--- config.mk ---
export PLATFORM = sky130hd
export DESIGN_NAME = reg_write_arbiter
export DESIGN_NICKNAME = d
export VERILOG_FILES = /design/src/rtl/reg_write_arbiter.sv
export SDC_FILE = /design/constraint.sdc
export NUM_CORES = 1
export LEC_CHECK = 0
export CAP_MARGIN = 20
export CORE_ASPECT_RATIO = 1.1
export CORE_MARGIN = 10
export CORE_UTILIZATION = 46
export CTS_BUF_LIST = sky130_fd_sc_hd__clkbuf_4 sky130_fd_sc_hd__clkbuf_8
export CTS_CLUSTER_DIAMETER = 60
export DETAILED_ROUTE_END_ITERATION = 16
export PLACE_DENSITY = 0.88
export SYNTH_ARGS = -nofsm -noshare
export SYNTH_HDL_FRONTEND = slang
export SYNTH_SLANG_ARGS = --single-unit
--- constraint.sdc ---
create_clock -name clock -period 2.3 [get_ports clock]
set_clock_uncertainty 0.05 [all_clocks]
set_input_delay 0.46 -clock clock [delete_from_list [all_inputs] [get_ports clock]]
set_output_delay 0.46 -clock clock [all_outputs]
set_load 0.02 [all_outputs]
--- src/rtl/reg_write_arbiter.sv ---
// reg_write_arbiter: round-robin write arbiter that shares a single load-enable
// N-bit register among REQS requesters. A winner's data is captured, presented
// on reg_D with a one-cycle reg_L/ack pulse, then HOLD_CYCLES quiet cycles
// follow before the next grant.
// Optional feature macro: ARB_LAST_ID_EN (adds last_id output).
module reg_write_arbiter #(
  parameter int N           = 8,
  parameter int REQS        = 4,
  parameter int HOLD_CYCLES = 2
) (
  input  logic              clock,
  input  logic              R,
  input  logic [REQS-1:0]   req,
  input  logic [REQS*N-1:0] data,
  output logic [REQS-1:0]   ack,
  output logic [N-1:0]      reg_D,
  output logic              reg_L,
`ifdef ARB_LAST_ID_EN
  output logic [2:0]        last_id,
`endif
  output logic              busy
);

  localparam int PW = $clog2(REQS);
  localparam logic [3:0] HOLD_LAST = 4'((HOLD_CYCLES > 0) ? HOLD_CYCLES - 1 : 0);

  typedef enum logic [1:0] {IDLE, LOAD, HOLD} state_e;

  state_e          state_q;
  logic [PW-1:0]   ptr_q, sel_q, sel_d;
  logic            hit_d;
  logic [3:0]      hold_cnt_q;
  logic [REQS-1:0] ack_q;
  logic [N-1:0]    reg_D_q;
  logic            reg_L_q, busy_q;
  logic [N-1:0]    words [REQS];
  int              idx;
`ifdef ARB_LAST_ID_EN
  logic [2:0]      last_id_q;
  assign last_id = last_id_q;
`endif

  // Unpack the flat data bus into per-requester words.
  for (genvar g = 0; g < REQS; g++) begin : g_words
    assign words[g] = data[g*N +: N];
  end

  // Rotating-priority pick: first requester at or after ptr, wrapping.
  always_comb begin
    sel_d = '0;
    hit_d = 1'b0;
    idx   = 0;
    for (int i = 0; i < REQS; i++) begin
      idx = int'(ptr_q) + i;
      if (idx >= REQS) idx = idx - REQS;
      if (!hit_d && req[PW'(idx)]) begin
        hit_d = 1'b1;
        sel_d = PW'(idx);
      end
    end
  end

  // Arbiter FSM; every output is a register so the load pulse is glitch-free.
  always_ff @(posedge clock) begin
    if (R) begin
      state_q    <= IDLE;
      ptr_q      <= '0;
      sel_q      <= '0;
      hold_cnt_q <= '0;
      ack_q      <= '0;
      reg_D_q    <= '0;
      reg_L_q    <= 1'b0;
      busy_q     <= 1'b0;
`ifdef ARB_LAST_ID_EN
      last_id_q  <= '0;
`endif
    end else begin
      case (state_q)
        IDLE: begin
          if (hit_d) begin
            // Data is sampled only here; later changes cannot alter the write.
            reg_D_q <= words[sel_d];
            sel_q   <= sel_d;
            ack_q   <= REQS'(1) << sel_d;
            reg_L_q <= 1'b1;
            busy_q  <= 1'b1;
            state_q <= LOAD;
`ifdef ARB_LAST_ID_EN
            last_id_q <= 3'(sel_d);
`endif
          end
        end
        LOAD: begin
          reg_L_q <= 1'b0;
          ack_q   <= '0;
          ptr_q   <= (sel_q == PW'(REQS - 1)) ? '0 : PW'(sel_q + 1'b1);
          if (HOLD_CYCLES > 0) begin
            state_q    <= HOLD;
            hold_cnt_q <= '0;
          end else begin
            state_q <= IDLE;
            busy_q  <= 1'b0;
          end
        end
        HOLD: begin
          if (hold_cnt_q == HOLD_LAST) begin
            state_q    <= IDLE;
            busy_q     <= 1'b0;
            hold_cnt_q <= '0;
          end else begin
            hold_cnt_q <= hold_cnt_q + 4'd1;
          end
        end
        default: begin
          state_q <= IDLE;
          busy_q  <= 1'b0;
          reg_L_q <= 1'b0;
          ack_q   <= '0;
        end
      endcase
    end
  end

  assign ack   = ack_q;
  assign reg_D = reg_D_q;
  assign reg_L = reg_L_q;
  assign busy  = busy_q;

endmodule

# Word-level counts from Yosys, hierarchy flattened
# Cells that the tools add are included.
[totals] inputBits=38 ff_bits=24 word_cells=87
[classes] muxes=39 n_reduce_logical=12 order_cmp=9 eq_ne=6 bitwise_logic=3 n_shift=1 add_sub_neg=9
[ops] op="2-to-1 mux 2 bit" count=11
[ops] op="binary-select mux 8 bit (select 2 bit)" count=1
[ops] op="< comparator 2 x 4 -> 1 bit, second input constant" count=4
[ops] op="2-to-1 mux 8 bit" count=2
[ops] op="case mux 4 bit (2 select lines)" count=2
[ops] op="2-to-1 mux 1 bit" count=14
[ops] op="greater-or-equal comparator 3 bit, second input constant" count=4
[ops] op="binary-select mux 1 bit (select 2 bit)" count=4
[ops] op="2-to-1 mux 4 bit" count=2
[ops] op="subtractor 2 x 1 -> 2 bit, second input constant" count=4
[ops] op="adder 2 x 2 -> 3 bit, second input constant" count=2
[ops] op="case mux 2 bit (3 select lines)" count=1
[ops] op="AND reduction 2 bit" count=3
[ops] op="adder 4 x 1 -> 4 bit, second input constant" count=1
[ops] op="equality test 2 bit, second input constant" count=2
[ops] op="equality test 4 x 1 -> 1 bit, second input constant" count=1
[ops] op="!= test 2 bit, second input constant" count=2
[ops] op="<< shifter 1 x 2 -> 4 bit, first input constant" count=1
[ops] op="adder 2 x 1 -> 3 bit, second input constant" count=1
[ops] op="greater-or-equal comparator 2 x 3 -> 1 bit, second input constant" count=1
[ops] op="logical AND 1 bit" count=3
[ops] op="logical NOT 1 bit" count=3
[ops] op="NOT 2 -> 3 bit" count=1
[ops] op="case mux 1 bit (3 select lines)" count=1
[ops] op="7 further kinds" count=8

# Logic depth before layout (Yosys ltp)
[depth] ltp_word=19 ltp_mapped=8 ltp_nobuf=7

# Worst setup path before layout
# OpenSTA, ideal clock, no wires.
[synth_timing] path_type="input to register" start="in req[3]" end="reg sel_q[0]" slack_ns=0.463 arrival_ns=1.660 cell_stages=6 path_buffers=2 path_cell_list="clkbuf_1 -> nor4_2 -> nand2b_1 -> buf_2 -> mux2i_1 -> nor2_1"
[synth_between] elab_chain_len=14 word_cells_on_any_way=27 cone_classes="20 x mux; 7 x reduce/logical"
[synth_rtl] item="from (decl)" line_no="13" source="input logic [REQS-1:0] req,"
[synth_rtl] item="binary-select mux 1 bit (select 2 bit)" line_no="56" source="if (!hit_d && req[PW'(idx)]) begin"
[synth_rtl] item="2-to-1 mux 1 bit (implied by the code) (2 in a row)" line_no="56"
[synth_rtl] item="2-to-1 mux 1 bit" line_no="56"
[synth_rtl] item="logical NOT 1 bit" line_no="56"
[synth_rtl] item="logical AND 1 bit" line_no="56"
[synth_rtl] item="2-to-1 mux 1 bit" line_no="56"
[synth_rtl] item="logical NOT 1 bit" line_no="56"
[synth_rtl] item="logical AND 1 bit" line_no="56"
[synth_rtl] item="2-to-1 mux 1 bit" line_no="56"
[synth_rtl] item="logical NOT 1 bit" line_no="56"
[synth_rtl] item="logical AND 1 bit" line_no="56"
[synth_rtl] item="2-to-1 mux 1 bit" line_no="56"
[synth_rtl] item="AND reduction 2 bit (no line)"
[synth_rtl] item="to (signal assigned)" line_no="83" source="sel_q <= sel_d;"
[synth_rtl] item="to (decl)" line_no="30" source="logic [PW-1:0] ptr_q, sel_q, sel_d;"
# Parallel ways exist; a longest one is shown, timed or not. The select of a mux whose other input is x is not followed.
# A chain may end at the register's enable or synchronous reset.

# Worst setup path in the final report
[layout_timing] start="in req[0]" end="reg reg_D_q[6], in the netlist reg_D[6]"
[layout_between] elab_chain_len=17 word_cells_on_any_way=31 cone_classes="23 x mux; 1 x bitwise; 7 x reduce/logical"
[layout_rtl] item="binary-select mux 1 bit (select 2 bit)" line_no="56"
[layout_rtl] item="2-to-1 mux 1 bit (implied by the code) (2 in a row)" line_no="56"
[layout_rtl] item="2-to-1 mux 1 bit" line_no="56"
[layout_rtl] item="logical NOT 1 bit" line_no="56"
[layout_rtl] item="logical AND 1 bit" line_no="56"
[layout_rtl] item="2-to-1 mux 1 bit" line_no="56"
[layout_rtl] item="logical NOT 1 bit" line_no="56"
[layout_rtl] item="logical AND 1 bit" line_no="56"
[layout_rtl] item="2-to-1 mux 1 bit" line_no="56"
[layout_rtl] item="logical NOT 1 bit" line_no="56"
[layout_rtl] item="logical AND 1 bit" line_no="56"
[layout_rtl] item="2-to-1 mux 2 bit" line_no="56"
[layout_rtl] item="NOT 2 -> 3 bit (implied by the code)" line_no="82" source="reg_D_q <= words[sel_d];"
[layout_rtl] item="binary-select mux 8 bit (select 2 bit)" line_no="82"
[layout_rtl] item="2-to-1 mux 8 bit (implied by the code) (2 in a row)" line_no="82"
[layout_rtl] item="to (signal assigned)" line_no="82"
[layout_rtl] item="to (decl)" line_no="34" source="logic [N-1:0] reg_D_q;"
# Parallel ways exist; a longest one is shown, timed or not. The select of a mux whose other input is x is not followed.

==> out/metrics.cfg <==
[logic_synthesis]
yosys_most_used_dff=dfxtp_1
syn-instance-count=172
synth-seq-cells=24
synth_top_area_frac=0.335
ys_types=35
ys_seq_area_frac=0.335
yosysTopAreaCell=dfxtp_1
synth-async-reset-ratio=0
syn_area_um2=1440
synth_edf_count=0
syn_avg_cell_area_um2=8.34
synth_area_leaders=dfxtp_1 (33%), mux2i_1 (9.1%), a211o_1 (4.9%), o221ai_1 (4.9%), nand3b_1 (4.7%)
ys_warn_count=0
syn_nets=214
ys_top_cells_by_count=dfxtp_1 (24), nor2_1 (18), nand2_1 (14), mux2i_1 (13), a21oi_1 (12)
yosysMostFrequentCell=dfxtp_1

[hold_path]
min_path_type=reg2reg
worstHoldStart=ack[3]

[setup_path]
r2r-start=ptr_q[1]
critPathSlowestCell=clkdlybuf4s50_1
path_cells=clkdlybuf4s50_1 -> buf_4 -> mux2i_1 -> nor2_2 -> nor3_2 -> buf_4 -> mux2i_1 -> o221ai_1
cp.arrival_ps=2140
worstSetupStartpointType=input port
worstPathMaxFanout=10
path_delay_family=buffers and inverters
crit_required_ps=2460
startpoint=req[0]
slowest_delay_ps=430
endpoint_kind=flip-flop
crit_buf_inv=3
critPathKind=in2reg

[power]
power.leakage_nw=0.790
pwr-share-comb=0.431
cellPowerDensity_nw_per_um2=703
intPower_uw=973
ir_drop_v=0.000456
clock_power_share=0.212
seqPwrFrac=0.358
p_sw_frac=0.340
power.switching_uw=501
p_total_mw=1.47

[route]
vias_per_cell=5.90
drt_iter0_drc=149
drt-total-wl_um=4220
drc_errors=0
vias=1553
drtPass1Iterations=4
routedWlPerCell_um=16.0
ant_nets=0

[sta]
fin_crit_ps=1980
relSlewSlack=0.705
tightest_slew_ps=443
setup_viol=0
finalHoldViolCount=0
post-route-period-util=0.860
rsz0062_at_grt=false
drv_slew=0
clock.fmax_ghz=0.505
tns_ps=0

[die]
die_h_um=78.6
core_um2=3020
fp-row-count=21
die-area_um2=5760
dieWidth_um=73.3
ioPinCount=52
start_util=0.475

[clock_network]
cts_tree=built
clk_path_buf_depth=2
post-cts-setup-buffers=0
clk_pin_slew_ps=140
clk_latency_ps=320
cts.repair.resized=0
hold_buffers=0
numCtsBuffers=3
cts_sinks=24
htreeDepth=1
root_buffer=clkbuf_4

[layout]
seq_area_um2=480
multi_input_area_um2=887
n_fill_cell=238
fin_nets=272
final_layout_size_suffix_gt1_frac=0.105
area_growth_pct=46.2
antenna_cells=0
final_util=0.694

[grt]
grt_pass1_wl_um=7170
grt_pass1_vias=1611
grtUsageTotal=0.149
grt_overflow=0
grt_max_degree=26
antenna_found_initial=0

[placed_design]
routabilityCongestion=0.832
place.detailed.hpwl_um=3220
io_buffers=51

[run]
maxCapViolCount=0

[status]
status=finished clean

## state kept, by name, summed over array words and instances (netlist names)
register,count
hold_cnt_q,4
reg_L,1
sel_q,2
ack,4
busy,1
reg_D,8
state_q,2
ptr_q,2
## cell usage in the layout, fill, tap and decap left out, drive strengths merged
cell type / count
o21ai: 1
buf: 13
nor3: 8
a21oi: 13
o21a: 1
bufinv: 1
o221ai: 8
a21o: 1
a22oi: 1
nand2b: 3
or2: 3
nand2: 14
nor2: 19
dfxtp: 24
nand3: 1
nand4: 8
or4: 2
o22a: 1
mux2i: 13
nor4: 1
nand4b: 2
ha: 4
a211o: 8
nor2b: 1
nand3b: 9
clkdlybuf4s50: 51
clkbuf: 3
o22ai: 1
inv: 4
or3: 2
o31ai: 8
## worst register-to-register path, stage by stage (launching register included)
cell and delay [ps]:
dfxtp_1 490, mux2i_1 320, nor2_2 80, nor3_2 210, buf_4 220, mux2i_1 220, o221ai_1 140
## kinds of logic after synthesis
| logic type | synth area share |
|---|---|
| AOI/OAI and AO/OA | 0.217 |
| adders and majority gates | 0.0349 |
| buffers and inverters | 0.0471 |
| DFF | 0.335 |
| muxes | 0.0907 |
| and+or+nand+nor | 0.275 |
## layer usage
layer,up-vias,part of all wire,GRT usage
met5,-,0,0
met4,0,0.016,0.0570
met3,8,0.094,0.0679
met2,68,0.48,0.244
met1,718,0.41,0.163
li1,759,-,-
## path summary, 6_finish.rpt
path | end | slack, ps | cells after the start
worst max-delay path | reg_D[6] | 320 | 8
worst min-delay path | ack[3] | 420 | 2
worst max register to register | reg_D[6] | 470 | 6
worst min register to register | ack[3] | 420 | 2
## area by class of cell
cell class | count | share of cell area
Clock buffer | 3 | 0.0107
Inverter | 4 | 0.00716
Sequential cell | 24 | 0.229
Timing Repair Buffer | 64 | 0.296
Multi-Input combinational cell | 133 | 0.423
Clock inverter | 1 | 0.0143
Tap cell | 34 | 0.0203
## power by group through the flow
| stage | sequential (mW) | combinational, mW | clock, mW |
|---|---|---|---|
| after floorplan | 0.578 | 0.315 | 0 |
| after global placement | 0.533 | 0.621 | 0 |
| after detailed placement | 0.533 | 0.633 | 0 |
| after CTS | 0.527 | 0.635 | 0.317 |
| after global routing | 0.535 | 0.691 | 0.334 |
| final | 0.528 | 0.635 | 0.312 |
## per-stage QoR
step | setup slack (ps) | cell area (um2) | hold slack (ps) | cells
2_1_floorplan | 463 | 1440 | 390 | 172
3_3_place_gp | 50.6 | 2050 | 397 | 259
3_5_place_dp | 4.18 | 2050 | 401 | 259
4_1_cts | 365 | 2100 | 420 | 263
5_1_grt | 246 | 2100 | 449 | 263
6_report | 321 | 2100 | 418 | 263
Power figures use the tool's default switching activity.
==> patch 1: new RTL, same flow settings <==
Add a define of `ARB_LAST_ID_EN`.
--- a/src/rtl/reg_write_arbiter.sv
+++ b/src/rtl/reg_write_arbiter.sv
@@ -4,4 +4,6 @@
 // follow before the next grant.
 // Optional feature macro: ARB_LAST_ID_EN (adds last_id output).
+`define ARB_LAST_ID_EN
+
 module reg_write_arbiter #(
   parameter int N           = 8,
Check against the original RTL (old outputs only; new: last_id): equivalent (Yosys induction, for registers that start in step).
==> patch 1 against the unedited design <==
  * Combinational power is 2% lower
  * Total power is 1.2% lower
  * Synthesized area hardly changed
  * Routed wire length shrank 4.6%
  * Worst hold slack improved by 26 ps
  * Maximum frequency is 4.4% higher
  * Non-clock buffer count shrank 7
  * Critical path depth shrank 1
  * Largest cell class unchanged
  * Setup slack gained 83 ps
  * Sequential cell count is the same
  * Cell area down 2.7%
==> patch 1: results (changes against the unedited design) <==
* Post-CTS sizing at 0 (unchanged)
* Dpl cells at 234 (-9.7%)
* Critical Path AT at 2070 ps (-70 ps)
* Status: finished clean
* Antenna violations before repair at 0 (unchanged)
* First-pass GRT wire length at 6640 um (-7.4%)
* Post-Syn Nets at 194 (-9.3%)
* Met3 wire len at 403 um (+1.8%)
* Post-CTS setup buffers at 0 (unchanged)
* CTS root buffer: clkbuf_4
* Ant. Diodes at 0 (unchanged)
* Netlist cell types at 31 (-11%)
* Max FFs per register at 8 (unchanged)
* Synth Warn # at 0 (unchanged)
* Clock slew at reported path FFs at 140 ps (about the same)
* Clock Latency Late Sink at 330 ps
* Maximum clock path buffer count at 2 (unchanged)
* Ys async rst share at 0 (unchanged)
* VDD IR max at 0.491 mV (+7.7%)
* Synth top cells by count: dfxtp_1, mux2i_1, nor2_1, a21oi_1, nand3b_1
* Detailed Route Iter0 Violations at 93 (-38%)
* DP HPWL at 3220 um (-0.11%)
* Highest metal used: met4
* Largest net degree at the start of global routing at 25 (-3.8%)
* Min-Delay Path Class: flip-flop to flip-flop
* Input/output buffers at 53 (+3.9%)
* Final setup violation count at 0 (unchanged)
* Layout cell share with drive strength beyond 1 at 0.123 (+0.0177)
* Max Slew Vio Count at 0 (unchanged)
* Synth Area per Inst at 9.45 um2 (+13%)
* DRC at 0 (unchanged)
* Nets at 247 (-9.2%)
* Met2 wire len at 1900 um (-6.5%)
* Static leakage at 0.760 nW (-3.8%)
* GRT Util Overall at 0.138 (-0.0108)
* Register area share after synthesis at 0.334 (about the same)
* CTS Hold Bufs at 0 (unchanged)
* Routed WL at 4030 um (-4.6%)
* M1 wire length at 1670 um (-3.0%)
* Final GP Congestion at 0.738 (-11%)
* Htree depth at 1 (unchanged)
* Fin cells at 238 (-9.5%)
* Via count at 1310 (-16%)
* Largest cells by area after synthesis: dfxtp_1, mux2i_1, o221ai_2
* Placed cell areas at 1990 um2 (-2.8%)
* TritonRoute pass-1 iters at 4 (unchanged)
* CP Max Fanout at 21 (+11)
* Total CTS buffers at 3 (unchanged)
-- patch 1: cell types whose count changed in the layout (fill, tap and decap cells not counted), moves of 8 or more --
cell / change
nand2_1: -8
a211o_1: -8
nand4_1: -8
mux2i_1: +8
o31ai_1: -8
buf_4: -9
-- patch 1: cell families (layout without fill, tap and decap cells) --
group | Yosys count | count (layout) | synth area share
buffers and inverters | 13 | 65 | 0.0549
other | 1 | 1 | 0.00261
flip-flops | 24 | 24 | 0.334
AND/OR/NAND/NOR | 56 | 56 | 0.231
AO/OA/AOI/OAI | 32 | 32 | 0.188
multiplexers | 22 | 22 | 0.154
adder cells (fa/ha/maj) | 4 | 4 | 0.0348
-- patch 1: routing by layer --
metal / vias to the layer above / GRT usage
li1: 653 / -
met1: 604 / 0.161
met2: 47 / 0.230
met3: 6 / 0.0428
met4: 0 / 0.0513
met5: - / 0
-- patch 1: report_power, final --
| part | internal [mW] | leakage [nW] | total (mW) | switching [mW] |
|---|---|---|---|---|
| logic | 0.305 | 0.535 | 0.620 | 0.315 |
| clock network | 0.176 | 0.0279 | 0.310 | 0.134 |
| registers | 0.481 | 0.197 | 0.527 | 0.0466 |
| total | 0.962 | 0.760 | 1.46 | 0.495 |
-- patch 1: worst max-delay path, cell delays in order --
cell and delay [ps]:
clkdlybuf4s50_1 520, mux2i_1 170, nor2_1 80, nor3_4 220
buf_12 210, mux2i_1 250, o221ai_1 150
-- patch 1: per-stage QoR --
stage,worst slack [ps],utilization
after global placement,137,0.658
after detailed placement,40.5,0.658
after global routing,346,0.675
final,404,0.675
after floorplan,709,-
after CTS,397,0.675
-- patch 1: final cells by class --
class / instances / area, um2
timing repair buffer: 57 / 573
sequential: 24 / 480
clock inverter: 1 / 30.0
inverter: 4 / 15.0
fill: 231 / 981
multi-input combinational: 115 / 877
clock buffer: 3 / 22.5
tap: 34 / 42.5
-- patch 1: path summary, 6_finish.rpt --
kind / startpoint / to / slack (ps) / cells past startpoint
setup reg to reg: ptr_q[1] / reg_D[6] / 510 / 6
setup / recovery: req[0] / reg_D[6] / 400 / 7
hold / removal: ack[2] / ack[2] / 440 / 2
hold reg to reg: ack[2] / ack[2] / 440 / 2
==> patch 2: new RTL, config.mk and constraints unchanged <==
Without the edit above. Set the parameter `N` to 9 (it was 8).
--- a/src/rtl/reg_write_arbiter.sv
+++ b/src/rtl/reg_write_arbiter.sv
@@ -5,5 +5,5 @@
 // Optional feature macro: ARB_LAST_ID_EN (adds last_id output).
 module reg_write_arbiter #(
-  parameter int N           = 8,
+  parameter int N           = 9,
   parameter int REQS        = 4,
   parameter int HOLD_CYCLES = 2
Interface: changed (resized data and reg_D); port bits go from 52 to 57. No check against the original RTL was run, so the function may have changed too.
==> patch 2 against the unedited design <==
  * Sequential share of layout area rose by 2.1 points
  * Critical path type unchanged
  * Sequential cell count rose by 1
  * Non-clock buffer count did not move
  * Clock power fell by 34%
  * Utilization rose by 2.1 points
  * Setup slack got worse by 26 ps
  * Total power fell by 9.5%
  * Cell area fell by 4.5%
  * Synthesized area fell by 4.9%
  * Routed wire length fell by 6.2%
==> patch 2: results (changes against the unedited design) <==
* Largest cells by area after synthesis: dfxtp_1, mux2i_1, nand3b_1
* M1 wire length at 1550 um (-10%)
* Netlist cell types at 29 (-17%)
* Crit path launch: req[1]
* Layout cell share with drive strength beyond 1 at 0.0755 (-0.0293)
* Input/output buffers at 56 (+9.8%)
* VDD IR max at 0.478 mV (+4.8%)
* Crit path max-delay family: simple AND/OR/NAND/NOR gates
* Hold WS at 419 ps (+0.586 ps)
* Static leakage at 0.764 nW (-3.3%)
* Critical path endpoint: reg_D[0]
* Via-to-Cell Ratio at 5.46 (-7.5%)
* Final GP Congestion at 0.834 (+0.26%)
* Critical Path AT at 2170 ps (+30 ps)
* First-pass GRT wire length at 6370 um (-11%)
* Post-Syn Nets at 197 (-7.9%)
* # fillers at 234 (-1.7%)
* Post-route clock period utilization at 0.872 (+0.0114)
* Drt wl/cell at 16.1 um (+0.66%)
* Setup WS pre-CTS at -69.5 ps (-73.7 ps)
* Status: finished clean
* CP Max Fanout at 9 (-1)
* Slew margin rel. at 0.730 (+0.0257)
* Nets at 259 (-4.8%)
* Synth top cells by count: dfxtp_1, mux2i_1, nor2_1, a21oi_1, nand3b_1
* Critical path's slowest cell: or4_1
* Worst flop-to-flop path startpoint: ptr_q[0]
patch 2: changes by cell type after synthesis, sizes merged, moves of 3 or more:
cell,change
mux2i,+9
nor2,-4
nand3b,+3
nand4,-8
o31ai,-8
clkbuf,-4
nand2,-3
or2,-3
a211o,-8
nor3,-4
patch 2: cells by family (layout without fill, tap and decap cells):
kind of cell | after synthesis | in the layout | synth area share
AOI/OAI and AO/OA | 32 | 32 | 0.160
adders and majority gates | 4 | 4 | 0.0367
buffers and inverters | 13 | 74 | 0.0550
DFF | 25 | 25 | 0.367
muxes | 22 | 22 | 0.161
and+or+nand+nor | 55 | 55 | 0.221
patch 2: layout make-up:
cell class | count | area, um2 | share of cell area
Multi-Input combinational cell | 113 | 790 | 0.394
Timing Repair Buffer | 64 | 621 | 0.310
Sequential cell | 25 | 500 | 0.250
Tap cell | 33 | 41.3 | 0.0206
Clock buffer | 3 | 22.5 | 0.0112
Inverter | 6 | 22.5 | 0.0112
Clock inverter | 1 | 7.51 | 0.00375
patch 2: through the flow:
stage / util / instances
finish: 0.715 / 245
global route: 0.715 / 245
CTS: 0.715 / 245
detailed placement: 0.704 / 241
global placement: 0.704 / 241
floorplan: - / 151
patch 2: worst min-delay path by stage:
| stage | startpoint | endpoint | cells past startpoint |
|---|---|---|---|
| after CTS | ack[2] | ack[2] | 2 |
| after global routing | ack[2] | ack[2] | 2 |
| final | ack[2] | ack[2] | 2 |
| after global placement | ack[1] | ack[1] | 2 |
| after detailed placement | ack[2] | ack[2] | 2 |
| after floorplan | hold_cnt_q[1] | hold_cnt_q[1] | 2 |
patch 2: power breakdown:
part / switching [mW] / leakage, nW / internal [mW]
clock: 0.139 / 0.0139 / 0.0664
sequential: 0.0464 / 0.205 / 0.503
combinational: 0.286 / 0.545 / 0.293
total: 0.472 / 0.764 / 0.863
